### src/rtl/fsm_stim_driver_pkg.sv
// Shared types and helpers for the fsm stimulus driver: run-state encoding and
// the half-period clamp used by each toggle channel.
package fsm_stim_driver_pkg;

  typedef enum logic [1:0] {
    ST_IDLE,
    ST_RUN,
    ST_DRAIN,
    ST_DONE
  } state_e;

  // A half-period of zero would never reload; treat it as one cycle.
  function automatic int unsigned clamp_half(input int unsigned h);
    return (h == 0) ? 1 : h;
  endfunction

endpackage

### src/rtl/fsm_stim_driver_toggle_chan.sv
// One square-wave channel: latches its half-period on load, then toggles q
// every half cycles while enabled; q is forced low on load and when disabled.
module toggle_chan
  import fsm_stim_driver_pkg::*;
#(
  parameter int unsigned W = 8
) (
  input  logic         clk,
  input  logic         rst,
  input  logic         load,
  input  logic         en,
  input  logic [W-1:0] half,
  output logic         q
);

  logic [W-1:0] half_q;
  logic [W-1:0] cnt_q;
  logic         q_q;

  // cnt_q tracks k mod half so q_q equals (k / half) mod 2 at RUN cycle k.
  always_ff @(posedge clk) begin
    if (rst) begin
      half_q <= '0;
      cnt_q  <= '0;
      q_q    <= 1'b0;
    end else if (load) begin
      half_q <= W'(clamp_half(32'(half)));
      cnt_q  <= '0;
      q_q    <= 1'b0;
    end else if (!en) begin
      cnt_q  <= '0;
      q_q    <= 1'b0;
    end else if (cnt_q == half_q - W'(1)) begin
      cnt_q  <= '0;
      q_q    <= ~q_q;
    end else begin
      cnt_q  <= cnt_q + W'(1);
    end
  end

  assign q = q_q;

endmodule

### src/rtl/fsm_stim_driver.sv
// Stimulus driver for the fsm block: drives in0/in1 square waves for a
// programmed number of cycles, then counts rising edges on the returned out.
module fsm_stim_driver
  import fsm_stim_driver_pkg::*;
#(
  parameter int unsigned CNT_W     = 8,
  parameter int unsigned LEN_W     = 16,
  parameter int unsigned EDGE_W    = 16,
  parameter int unsigned DRAIN_CYC = 4
) (
  input  logic              clk,
  input  logic              rst,
  input  logic              start,
  input  logic              abort,
  input  logic [CNT_W-1:0]  half0,
  input  logic [CNT_W-1:0]  half1,
  input  logic [LEN_W-1:0]  len,
  output logic              in0,
  output logic              in1,
  input  logic              out,
  output logic              busy,
  output logic              done,
  output logic [EDGE_W-1:0] edges
);

  localparam int unsigned DRN_W = (DRAIN_CYC > 0) ? $clog2(DRAIN_CYC + 1) : 1;

  state_e            state_q;
  logic [LEN_W-1:0]  rem_q;
  logic [DRN_W-1:0]  drn_q;
  logic              out_q;
  logic              busy_q;
  logic              done_q;
  logic [EDGE_W-1:0] edges_q;

  logic              load_c;
  logic              last_run_c;
  logic              chan_en_c;
  logic              rise_c;

  assign load_c     = (state_q == ST_IDLE) && start && !abort;
  assign last_run_c = (rem_q == LEN_W'(1));
  // Channels advance only while the next cycle is still a RUN cycle.
  assign chan_en_c  = (state_q == ST_RUN) && !abort && !last_run_c;
  assign rise_c     = ((state_q == ST_RUN) || (state_q == ST_DRAIN)) && out && !out_q;

  toggle_chan #(.W(CNT_W)) u_chan0 (
    .clk  (clk),
    .rst  (rst),
    .load (load_c),
    .en   (chan_en_c),
    .half (half0),
    .q    (in0)
  );

  toggle_chan #(.W(CNT_W)) u_chan1 (
    .clk  (clk),
    .rst  (rst),
    .load (load_c),
    .en   (chan_en_c),
    .half (half1),
    .q    (in1)
  );

  always_ff @(posedge clk) begin
    if (rst) begin
      state_q <= ST_IDLE;
      rem_q   <= '0;
      drn_q   <= '0;
      out_q   <= 1'b0;
      busy_q  <= 1'b0;
      done_q  <= 1'b0;
      edges_q <= '0;
    end else begin
      out_q  <= out;
      done_q <= 1'b0;
      if (rise_c && (edges_q != '1)) begin
        edges_q <= edges_q + EDGE_W'(1);
      end
      unique case (state_q)
        ST_IDLE: begin
          if (load_c) begin
            edges_q <= '0;
            rem_q   <= len;
            if (len != '0) begin
              state_q <= ST_RUN;
              busy_q  <= 1'b1;
            end else if (DRAIN_CYC != 0) begin
              state_q <= ST_DRAIN;
              drn_q   <= DRN_W'(DRAIN_CYC);
              busy_q  <= 1'b1;
            end else begin
              state_q <= ST_DONE;
              done_q  <= 1'b1;
            end
          end
        end
        ST_RUN: begin
          if (abort) begin
            state_q <= ST_IDLE;
            busy_q  <= 1'b0;
          end else if (last_run_c) begin
            if (DRAIN_CYC != 0) begin
              state_q <= ST_DRAIN;
              drn_q   <= DRN_W'(DRAIN_CYC);
            end else begin
              state_q <= ST_DONE;
              busy_q  <= 1'b0;
              done_q  <= 1'b1;
            end
          end else begin
            rem_q <= rem_q - LEN_W'(1);
          end
        end
        ST_DRAIN: begin
          if (abort) begin
            state_q <= ST_IDLE;
            busy_q  <= 1'b0;
          end else if (drn_q == DRN_W'(1)) begin
            state_q <= ST_DONE;
            busy_q  <= 1'b0;
            done_q  <= 1'b1;
          end else begin
            drn_q <= drn_q - DRN_W'(1);
          end
        end
        ST_DONE: state_q <= ST_IDLE;
        default: state_q <= ST_IDLE;
      endcase
    end
  end

  assign busy  = busy_q;
  assign done  = done_q;
  assign edges = edges_q;

endmodule

### config.mk
export PLATFORM = sky130hd
export DESIGN_NAME = fsm_stim_driver
export DESIGN_NICKNAME = d
export VERILOG_FILES = /design/src/rtl/fsm_stim_driver_pkg.sv /design/src/rtl/fsm_stim_driver_toggle_chan.sv /design/src/rtl/fsm_stim_driver.sv
export SDC_FILE = /design/constraint.sdc
export NUM_CORES = 1
export LEC_CHECK = 0
export BUFFER_PORTS_ARGS = -buffer_cell sky130_fd_sc_hd__buf_4
export CORE_MARGIN = 8
export CORE_UTILIZATION = 40
export DETAILED_ROUTE_END_ITERATION = 7
export GPL_ROUTABILITY_DRIVEN = 0
export PLACE_DENSITY = 0.68
export RECOVER_POWER = 25
export SLEW_MARGIN = 15
export SYNTH_ARGS = -nofsm -noshare
export SYNTH_HDL_FRONTEND = slang
export SYNTH_SLANG_ARGS = --single-unit
### constraint.sdc
create_clock -name clk -period 3.15 [get_ports clk]
set_clock_uncertainty 0.15 [all_clocks]
set_input_delay 0.1575 -clock clk [delete_from_list [all_inputs] [get_ports clk]]
set_output_delay 0.1575 -clock clk [all_outputs]
set_load 0.005 [all_outputs]
==> results by group <==
Routing
  • DRT antenna net count: 0
  • DR vias/cell: 5.497
  • Iter 0 DRT Violations: 271
  • Detailed-route wire length: 10.99 mm
  • Remaining DRCs: 0
  • Vias: 4024
  • Detailed Routing Iterations Pass 1: 5
  • WL per Instance: 15.02 um

Floorplanning
  • Initial Util: 40.32%
  • Die span in y: 119.6 um
  • Die span in x: 119.6 um
  • Core Area: 10650 um2
  • Site Rows: 38
  • IO Count: 57
  • DIE AREA: 14310 um2

Clock tree
  • Clock slew at reported path FFs: 0.09 ns
  • CTS tree: built
  • Resized cells post-CTS: 0
  • Max Buffers Root-to-Sink: 2
  • Clock latency on the worst-skew pair: 0.35 ns
  • CTS sink cnt: 74
  • Root Driver: clkbuf_8
  • H-Tree Depth: 3
  • CTS buffer count: 9

Global route
  • Total Routing Usage GR: 15.46%
  • Largest net degree at the start of global routing: 48
  • Antenna violations before repair: 0
  • Vias in the first global route: 3817
  • GRT Residual Overflow: 0
  • First-pass GRT wire length: 18.50 mm

Critical path
  • Critical Path Source Type: flop
  • Reg2reg setup slack: 0.60 ns
  • Setup CP Type: flop to flop
  • Worst reg2reg endpoint: rem_q[12]$_SDFFE_PP0P_
  • Reg2Reg Depth: 7
  • Required @ worst endpoint: 3.27 ns
  • Critical Path Fanout Max: 9
  • CP endpoint kind: flop
  • Reg2Reg Launch Point: state_q[0]$_SDFFE_PP0P_
  • Worst Path Arrival: 2.67 ns

Logic synthesis
  • Top post-synthesis cells by count: dfxtp_1 (74), nand2_1 (48), a21oi_1 (43)
  • Synthesized cell area: 4294 um2
  • Seq/Total Area, Yosys: 34.50%
  • Netlist cell types: 65
  • Yosys warns: 0
  • Commonest register cell after synthesis: dfxtp_1
  • Yosys top cell area share: 34.50%
  • Synth area leaders: dfxtp_1 (34%), a21oi_1 (5.0%), xor2_1 (4.9%)
  • FF+latch count, synth: 74
  • Most frequent cell after synthesis: dfxtp_1
  • Cells after synthesis: 524
  • Syn nets: 574
  • Async SR Flop Fraction: 0%
  • EDFF count, synth: 0
  • Yosys top cell by area: dfxtp_1
  • Average cell area after synthesis: 8.195 um2

Worst hold path
  • Hold Path Class: input pin to flop
  • Hold worst-path end: rem_q[10]$_SDFFE_PP0P_
  • Hold path start: len[10]
  • Depth of the worst hold-timing path: 3

STA
  • Setup TNS: 0 ns
  • Tcrit/Tclk final: 81.04%
  • Tightest Pin Transition: 0.6949 ns
  • Final setup fails: 0
  • Final min period: 2.553 ns
  • RSZ-0062 raised after global routing: false
  • Relative slew margins: 53.58%
  • Final Hold Fails: 0
  • Final worst slack: 0.5973 ns
  • Final max-slew violation count: 0
  • Achievable frequency: 391.7 MHz

Power
  • Pwr per Cell Area: 612.5 nW/um2
  • Leakage power: 1.867 nW
  • VDD IR-drop max: 0.0002628 V

Placement
  • Final HPWL DP: 7.943 mm
  • Placed cell area: 4796 um2
  • # port buffers: 56
  • Pre-CTS WS: 0.5882 ns

Final layout
  • Antenna Cells: 0
  • Synth-to-layout area growth: 20.45%
  • Design area: 5172 um2
  • # nets final: 637
  • Share of layout cells above drive strength 1: 16.05%

Run
  • Number of max-cap violations: 0

Run status
  • Status: finished, final reports clean
## power by group
| part | internal (mW) | switching, mW | leakage [nW] |
|---|---|---|---|
| Sequential | 1.03 | 0.123 | 0.600 |
| Combinational | 0.489 | 0.700 | 1.15 |
| Clock | 0.439 | 0.384 | 0.114 |
## flip-flops by register name, indices dropped and copies added (netlist names)
register and flops:
edges 16, rem_q 16, u_chan0.cnt_q 8, u_chan0.half_q 8, u_chan1.cnt_q 8, u_chan1.half_q 8, drn_q 3, state_q 2
busy 1, done 1, out_q 1, u_chan0.q 1, u_chan1.q 1
## metrics by stage
stage | power, mW | utilization, % | hold slack (ns) | std cells
2_1_floorplan | 2.054 | - | 0.1357 | 524
3_3_place_gp | 2.298 | 45.03 | 0.2415 | 699
3_5_place_dp | 2.335 | 45.03 | 0.2490 | 699
4_1_cts | 3.176 | 48.71 | 0.008347 | 732
5_1_grt | 3.394 | 48.57 | 0.01026 | 732
6_report | 3.168 | 48.57 | 0.01979 | 732
## layout make-up
| type | instances | area, um2 |
|---|---|---|
| sequential | 74 | 1481 |
| clock inverter | 4 | 56.30 |
| inverter | 14 | 52.55 |
| timing repair buffer | 79 | 620.6 |
| tap | 140 | 175.2 |
| fill | 1028 | 5478 |
| clock buffer | 12 | 165.2 |
| multi-input combinational | 409 | 2621 |
## how the worst max path moves through the flow
stage,slack (ns),depth (start not counted),to,from
4_1_cts,0.58,8,u_chan1.cnt_q[1]$_SDFF_PP0_,state_q[0]$_SDFFE_PP0P_
2_1_floorplan,0.98,8,u_chan0.q$_SDFFE_PP0N_,u_chan0.half_q[0]$_SDFFE_PP0P_
3_3_place_gp,0.69,8,u_chan1.cnt_q[1]$_SDFF_PP0_,state_q[0]$_SDFFE_PP0P_
5_1_grt,0.34,8,u_chan1.cnt_q[1]$_SDFF_PP0_,state_q[0]$_SDFFE_PP0P_
3_5_place_dp,0.59,8,u_chan0.cnt_q[2]$_SDFF_PP0_,state_q[0]$_SDFFE_PP0P_
6_report,0.60,7,rem_q[12]$_SDFFE_PP0P_,state_q[0]$_SDFFE_PP0P_
## layout by cell type (no fill, tap or decap), drive strengths merged, types with 5 or more instances in the layout
cell type	instances
nor4	9
dlygate4sd3	17
nand3	28
inv	16
a21oi	44
nand2	48
o211ai	7
nand4	7
xor2	24
nor2	34
and3	7
nor3	35
nand2b	15
ha	13
buf	41
or3	7
dfxtp	74
nand4b	5
or4	5
clkbuf	33
xnor2	16
nor2b	6
a211oi	12
o21ai	29
## worst max-delay path, cell delays in order (launching register included)
cell	delay [ns]
dfxtp_1	0.37
inv_1	0.09
ha_1	0.31
nand2b_1	0.20
a21oi_2	0.32
a21boi_1	0.64
a21oi_1	0.14
a211oi_1	0.25
## kinds of logic after synthesis
| family | count (synthesis) | synth area share (%) |
|---|---|---|
| xor gates and xnor gates | 40 | 8.158 |
| muxes | 6 | 1.457 |
| adders and majority gates | 13 | 3.788 |
| buffers and inverters | 41 | 4.458 |
| AOI/OAI and AO/OA | 125 | 19.38 |
| and+or+nand+nor | 225 | 28.26 |
| DFF | 74 | 34.50 |
## what timing repair did
action | CTS | global route
endpoints found under the hold margin | 17 | 0
buffers inserted | 0 | 0
hold buffers | 17 | 0
## metal layers
metal	track usage, %	up-vias	part of all wire, %	wire, um
met3	3.758	16	3.9	429
met1	18.71	1888	45	4989
li1	-	2034	-	-
met5	0	-	0	0
met4	5.308	0	2.0	220
met2	26.23	86	49	5354
Power figures use the tool's default switching activity.
